<file path="src/rtl/branch_target_table_if.sv">
// rtl/branch_target_table_if.sv - read/write/clear bus of the branch target table
//
// Groups every non-clock, non-reset signal of branch_target_table.
//   slave  : the table itself (read/write/clear requests in, read data and clear status out)
//   master : the requester driving the table
// Signals:
//   RdEn, RdBank, LutPointer   read request, bank and entry
//   Target, Hit, RdValid       registered read response
//   WrEn, WrBank, WrPtr, WrData write request
//   ClrReq, ClrBank            bank-invalidate request
//   Busy, ClrDone              clear in progress / one-cycle completion pulse
interface branch_target_table_if #(
    parameter int ADDR_W = 10,
    parameter int PTR_W  = 4,
    parameter int BANK_W = 2
);
    logic              RdEn;
    logic [BANK_W-1:0] RdBank;
    logic [PTR_W-1:0]  LutPointer;
    logic [ADDR_W-1:0] Target;
    logic              Hit;
    logic              RdValid;
    logic              WrEn;
    logic [BANK_W-1:0] WrBank;
    logic [PTR_W-1:0]  WrPtr;
    logic [ADDR_W-1:0] WrData;
    logic              ClrReq;
    logic [BANK_W-1:0] ClrBank;
    logic              Busy;
    logic              ClrDone;

    modport slave (
        input  RdEn, RdBank, LutPointer,
        input  WrEn, WrBank, WrPtr, WrData,
        input  ClrReq, ClrBank,
        output Target, Hit, RdValid, Busy, ClrDone
    );

    modport master (
        output RdEn, RdBank, LutPointer,
        output WrEn, WrBank, WrPtr, WrData,
        output ClrReq, ClrBank,
        input  Target, Hit, RdValid, Busy, ClrDone
    );
endinterface

</file>
<file path="src/rtl/branch_target_table.sv">
// rtl/branch_target_table.sv - banked branch target table with per-bank clear sequencer
//
// One bank of 2**PTR_W absolute branch targets per program, 2**BANK_W banks.
// Ports:
//   Clk    rising-edge clock
//   Reset  asynchronous active-high reset (valid bits, outputs, clear FSM)
//   bus    branch_target_table_if.slave: one-cycle-latency read with write
//          bypass, single-entry write, and a bank clear that walks every
//          entry of the chosen bank, one per cycle, while Busy is high.
module branch_target_table #(
    parameter int ADDR_W = 10,
    parameter int PTR_W  = 4,
    parameter int BANK_W = 2
) (
    input  logic                  Clk,
    input  logic                  Reset,
    branch_target_table_if.slave  bus
);
    localparam int NB    = 1 << BANK_W;
    localparam int NE    = 1 << PTR_W;
    localparam int N     = NB * NE;
    localparam int IDX_W = BANK_W + PTR_W;
    localparam logic [PTR_W-1:0] LAST = PTR_W'(NE - 1);

    typedef enum logic {IDLE, CLEAR} state_t;

    // Data array carries no reset; the valid bits alone decide a hit.
    logic [ADDR_W-1:0] mem_q [N];
    logic [N-1:0]      valid_q, valid_d;

    state_t            state_q, state_d;
    logic [PTR_W-1:0]  cnt_q, cnt_d;
    logic [BANK_W-1:0] bank_q, bank_d;
    logic              done_q, done_d;
    logic [ADDR_W-1:0] target_q, target_d;
    logic              hit_q, hit_d;
    logic              rdvalid_q, rdvalid_d;

    logic              busy;
    logic              wr_fire;
    logic [IDX_W-1:0]  wr_idx, rd_idx;

    assign busy    = (state_q == CLEAR);
    assign wr_fire = bus.WrEn && !busy;
    assign wr_idx  = {bus.WrBank, bus.WrPtr};
    assign rd_idx  = {bus.RdBank, bus.LutPointer};

    always_comb begin
        state_d   = state_q;
        cnt_d     = cnt_q;
        bank_d    = bank_q;
        done_d    = 1'b0;
        valid_d   = valid_q;
        target_d  = target_q;
        hit_d     = hit_q;
        rdvalid_d = bus.RdEn;

        case (state_q)
            IDLE: begin
                // A write alongside a clear request lands first; the clear
                // then sweeps over it if it targets the same bank.
                if (wr_fire) begin
                    valid_d[wr_idx] = 1'b1;
                end
                if (bus.ClrReq) begin
                    state_d = CLEAR;
                    bank_d  = bus.ClrBank;
                    cnt_d   = '0;
                end
            end
            CLEAR: begin
                valid_d[{bank_q, cnt_q}] = 1'b0;
                if (cnt_q == LAST) begin
                    state_d = IDLE;
                    done_d  = 1'b1;
                end else begin
                    cnt_d = cnt_q + 1'b1;
                end
            end
            default: state_d = IDLE;
        endcase

        if (bus.RdEn) begin
            if (busy && (bus.RdBank == bank_q)) begin
                // The bank under clear is treated as empty for its whole sweep.
                target_d = '0;
                hit_d    = 1'b0;
            end else if (wr_fire && (wr_idx == rd_idx)) begin
                target_d = bus.WrData;
                hit_d    = 1'b1;
            end else if (valid_q[rd_idx]) begin
                target_d = mem_q[rd_idx];
                hit_d    = 1'b1;
            end else begin
                target_d = '0;
                hit_d    = 1'b0;
            end
        end
    end

    always_ff @(posedge Clk or posedge Reset) begin
        if (Reset) begin
            state_q   <= IDLE;
            cnt_q     <= '0;
            bank_q    <= '0;
            done_q    <= 1'b0;
            valid_q   <= '0;
            target_q  <= '0;
            hit_q     <= 1'b0;
            rdvalid_q <= 1'b0;
        end else begin
            state_q   <= state_d;
            cnt_q     <= cnt_d;
            bank_q    <= bank_d;
            done_q    <= done_d;
            valid_q   <= valid_d;
            target_q  <= target_d;
            hit_q     <= hit_d;
            rdvalid_q <= rdvalid_d;
        end
    end

    always_ff @(posedge Clk) begin
        if (wr_fire) begin
            mem_q[wr_idx] <= bus.WrData;
        end
    end

    assign bus.Target  = target_q;
    assign bus.Hit     = hit_q;
    assign bus.RdValid = rdvalid_q;
    assign bus.Busy    = busy;
    assign bus.ClrDone = done_q;
endmodule

</file>
<file path="src/flat_wrapper.sv">
// flat-port wrapper written by rule: the top's interface ports become plain ports
module branch_target_table_flat 
#(
    parameter int ADDR_W = 10,
    parameter int PTR_W  = 4,
    parameter int BANK_W = 2
)
  (Clk, Reset, bus_RdEn, bus_RdBank, bus_LutPointer, bus_WrEn, bus_WrBank, bus_WrPtr, bus_WrData, bus_ClrReq, bus_ClrBank, bus_Target, bus_Hit, bus_RdValid, bus_Busy, bus_ClrDone);
  branch_target_table_if #(.ADDR_W(ADDR_W), .PTR_W(PTR_W), .BANK_W(BANK_W)) bus_i ();
  input  logic Clk;
  input  logic Reset;
  input wire logic [$bits(bus_i.RdEn)-1:0] bus_RdEn;
  input wire logic [$bits(bus_i.RdBank)-1:0] bus_RdBank;
  input wire logic [$bits(bus_i.LutPointer)-1:0] bus_LutPointer;
  input wire logic [$bits(bus_i.WrEn)-1:0] bus_WrEn;
  input wire logic [$bits(bus_i.WrBank)-1:0] bus_WrBank;
  input wire logic [$bits(bus_i.WrPtr)-1:0] bus_WrPtr;
  input wire logic [$bits(bus_i.WrData)-1:0] bus_WrData;
  input wire logic [$bits(bus_i.ClrReq)-1:0] bus_ClrReq;
  input wire logic [$bits(bus_i.ClrBank)-1:0] bus_ClrBank;
  output wire logic [$bits(bus_i.Target)-1:0] bus_Target;
  output wire logic [$bits(bus_i.Hit)-1:0] bus_Hit;
  output wire logic [$bits(bus_i.RdValid)-1:0] bus_RdValid;
  output wire logic [$bits(bus_i.Busy)-1:0] bus_Busy;
  output wire logic [$bits(bus_i.ClrDone)-1:0] bus_ClrDone;
  assign bus_i.RdEn = bus_RdEn;
  assign bus_i.RdBank = bus_RdBank;
  assign bus_i.LutPointer = bus_LutPointer;
  assign bus_i.WrEn = bus_WrEn;
  assign bus_i.WrBank = bus_WrBank;
  assign bus_i.WrPtr = bus_WrPtr;
  assign bus_i.WrData = bus_WrData;
  assign bus_i.ClrReq = bus_ClrReq;
  assign bus_i.ClrBank = bus_ClrBank;
  assign bus_Target = bus_i.Target;
  assign bus_Hit = bus_i.Hit;
  assign bus_RdValid = bus_i.RdValid;
  assign bus_Busy = bus_i.Busy;
  assign bus_ClrDone = bus_i.ClrDone;
  branch_target_table #(.ADDR_W(ADDR_W), .PTR_W(PTR_W), .BANK_W(BANK_W)) u_core (.Clk(Clk), .Reset(Reset), .bus(bus_i));
endmodule
</file>
<file path="config.mk">
export PLATFORM = sky130hd
export DESIGN_NAME = branch_target_table_flat
export DESIGN_NICKNAME = d
export VERILOG_FILES = /design/src/rtl/branch_target_table_if.sv /design/src/rtl/branch_target_table.sv /design/src/flat_wrapper.sv
export SDC_FILE = /design/constraint.sdc
export NUM_CORES = 1
export LEC_CHECK = 0
export ABC_CLOCK_PERIOD_IN_PS = 2400
export CORE_MARGIN = 4
export CORE_UTILIZATION = 45
export CTS_BUF_LIST = sky130_fd_sc_hd__clkbuf_2 sky130_fd_sc_hd__clkbuf_4 sky130_fd_sc_hd__clkbuf_8
export DETAILED_ROUTE_END_ITERATION = 8
export DONT_BUFFER_PORTS = 1
export PLACE_DENSITY = 0.61
export REMOVE_ABC_BUFFERS = 1
export SLEW_MARGIN = 10
export SYNTH_ARGS = -nofsm -noshare
export SYNTH_HDL_FRONTEND = slang
export SYNTH_SLANG_ARGS = --single-unit
</file>
<file path="constraint.sdc">
create_clock -name Clk -period 2.4 [get_ports Clk]
set_input_delay 0.24 -clock Clk [delete_from_list [all_inputs] [get_ports Clk]]
set_output_delay 0.24 -clock Clk [all_outputs]
set_load 0.05 [all_outputs]
</file>
==> impl_metrics.yaml <==
worst_hold_path:
  worstHoldPathType: "input port to flop"
  min_delay_path_depth: 2
  worstHoldEndpoint: "u_core.valid_q[60]$_DFFE_PP0P_"
  min_from: "bus_WrBank[0]"
final_layout:
  area.growth.synth_to_final_pct: 15.25
  mostFrequentLayoutCell: "edfxtp_1"
  post-route-util: 0.5223
  layout.cells.most_common_list: "edfxtp_1, mux4_2, clkbuf_8"
  drive_gt1_frac: 0.2817
  final_net_count: 1658
global_route:
  first_global_vias: 15660
  grt_first_pass_wirelength_um: 106500
  pin_count_of_the_biggest_net_entering_global_routing: 184
  grt_usage: 0.2140
  grt-ovfl-total: 0
  grt_antenna_before_repair: 1
critical_path:
  reg2reg_setup_slack_ns: 0.18
  startpoint_of_the_worst_slack_reg_to_reg_timing_path: "u_core.cnt_q[2]$_DFFE_PP0P_"
  critical_path.reg2reg.endpoint: "u_core.valid_q[26]$_DFFE_PP0P_"
  crit_path_max_fanout: 9
  capturing_element_type_of_the_critical_path: "flop"
  setup.worst_path.class: "flop to flop"
  worstPathRequired_ns: 2.97
  critical_path_arrival_ns: 2.80
  worst_r2r_path_depth: 6
  start_kind: "flop"
die:
  floorplan.initialDensity: 0.4532
  die_w_um: 259.8
  core-area_um2: 62970
  std_cell_rows: 92
  io_pins: 43
  die_area_um2: 67500
  dieHeight_um: 259.8
drt:
  drc: 0
  drt-initial-drc-count: 1681
  drt_pass1_iterations: 5
  detail_route.vias_per_cell: 5.972
  post_drt_wl_per_cell_um: 27.91
  final_antenna_net_count: 0
  totalWireLength_um: 71790
  dr_total_vias: 15360
timing:
  finalSetupViolCount: 0
  fmaxAchievable_mhz: 449.8
  timing.max_slew.rel_slack: 0.5037
  grt_setup_unrepaired: "no"
  report.final.slew_viol_count: 0
  holdWs_ns: 0.04607
  timing.final.crit_share: 0.9263
  worst_pin_slew_ns: 0.7437
  post-route-min-period_ns: 2.223
  final_hold_violation_count: 0
  fin_worst_skew_ns: 0.04546
placement:
  routabilityCongestion: 0.8714
  port-buffer-count: 0
  detailed_place_hpwl_um: 41980
clocking:
  clk_root_buffer_cell: "clkbuf_8"
  post_cts_buffers: 0
  clk-insertion-delay-late_ns: 0.73
  inserted_clock_buffers: 112
  ctsHtreeMaxLevel: 3
  numClockSinks: 724
  cts_tree: "built"
  clock_tree.buffer_depth: 3
  path_clk_slew_ns: 0.07
synthesis:
  synth-main-ff-cell: "edfxtp_1"
  post-synth-top-area-fraction: 0.6735
  netlist_area_um2: 28530
  post_synth_edffs: 640
  ys_seq_elements: 724
  post_synth_num_cell_types: 44
  synth.top_cells.by_area: "edfxtp_1, mux4_2, dfrtp_1"
  yosysWarningCount: 0
  synthesis.instances: 1469
  syn_area_per_cell_um2: 19.42
  synthDominantAreaCellType: "edfxtp_1"
  asyncSetResetFlopFracSynth: 0.1160
  synth-seq-area-share: 0.7472
pwr:
  power.leakage_nw: 10.90
  power_density_nw_per_um2: 841.0
  max-vdd-ir-drop_mv: 0.6662
run:
  maxCapViolations: 0
status:
  run_status: "finished clean"
## layer usage
layer  vias to the layer above  share of wire  track usage
li1                       6414              -            -
met1                      8063           0.43       0.3179
met2                       726           0.45       0.3146
met3                       158          0.091      0.05706
met4                         0          0.028      0.06221
met5                         -              0            0
## area by class of cell
type / count / area, um^2
multi-input cells: 636 / 6715
well taps: 846 / 1059
flip-flops and latches: 724 / 21320
fillers: 4971 / 30080
clock buffers: 175 / 2108
clock inverters: 36 / 246.5
diodes: 1 / 2.502
repair buffers: 137 / 1369
inverters: 17 / 65.06
## synth_stat cells, types with 8 or more instances
| library cell | n |
|---|---|
| edfxtp_1 | 640 |
| nor4_1 | 10 |
| mux2i_1 | 26 |
| nand2_1 | 29 |
| o32a_1 | 8 |
| inv_1 | 17 |
| o22a_1 | 28 |
| o221ai_1 | 10 |
| dfrtp_1 | 84 |
| a21oi_1 | 44 |
| a22oi_1 | 85 |
| xnor2_1 | 10 |
| buf_2 | 23 |
| nor2b_1 | 8 |
| o21ai_0 | 58 |
| clkbuf_1 | 48 |
| buf_4 | 8 |
| mux4_2 | 166 |
| buf_6 | 8 |
| nor2_1 | 79 |
| nand3_1 | 19 |
## how the worst max path moves through the flow
stage                                      from                          endpoint  slack, ns  depth (start not counted)
global route        u_core.cnt_q[2]$_DFFE_PP0P_    u_core.valid_q[26]$_DFFE_PP0P_       0.05                          6
finish              u_core.cnt_q[2]$_DFFE_PP0P_    u_core.valid_q[26]$_DFFE_PP0P_       0.18                          6
CTS                   u_core.bus.Busy$_DFF_PP0_    u_core.valid_q[24]$_DFFE_PP0P_       0.03                          5
detailed placement            bus_LutPointer[0]  u_core.bus.Target[6]$_DFFE_PP0P_       0.24                          5
floorplan             u_core.bus.Busy$_DFF_PP0_     u_core.mem_q[20][0]$_DFFE_PP_      -0.26                          3
global placement              bus_LutPointer[0]  u_core.bus.Target[1]$_DFFE_PP0P_       0.24                          5
## cells by family (layout without fill, tap and decap cells)
family,count (synthesis),in the layout,share of synthesized area
other,0,1,0
flip-flops,724,724,0.7472
XOR/XNOR,10,10,0.003069
multiplexers,195,195,0.1413
AO/OA/AOI/OAI,246,246,0.05889
buffers and inverters,109,365,0.01850
AND/OR/NAND/NOR,184,184,0.03056
adder cells (fa/ha/maj),1,1,0.0004384
## critical path: stages, from the launching register on
cell and delay (ns):
dfrtp_1 0.47, inv_1 0.17, nand3_1 0.24, o21bai_2 0.39, o21ai_0 0.19, o21ai_0 0.10, dlygate4sd3_1 0.56
## power by group
part | switching, mW | internal [mW]
clock network | 4.81 | 5.82
registers | 0.429 | 14.1
logic | 1.52 | 0.994
## metrics by stage
step	worst slack, ns	power, mW	cell area, um^2	TNS, ns	std cells
floorplan	-0.2638	16.08	28070	-69.19	1377
global placement	0.2359	16.88	29940	0	2320
detailed placement	0.2436	16.91	29940	0	2320
CTS	0.02572	27.80	32860	0	2570
global route	0.05273	28.65	32880	0	2571
finish	0.1769	27.66	32890	0	2572
## timing repair
action	CTS	global route
hold buffers	39	1
endpoints found under the hold margin	800	8
resized for setup	0	3
endpoints found under the setup margin	0	3
## flip-flops by register name (all words and copies together) (netlist names)
register / count
u_core.mem_q: 640
u_core.valid_q: 64
u_core.bus.Target: 10
u_core.cnt_q: 4
u_core.bank_q: 2
u_core.bus.Busy: 1
u_core.bus.ClrDone: 1
u_core.bus.Hit: 1
u_core.bus.RdValid: 1
Power figures use the tool's default switching activity.
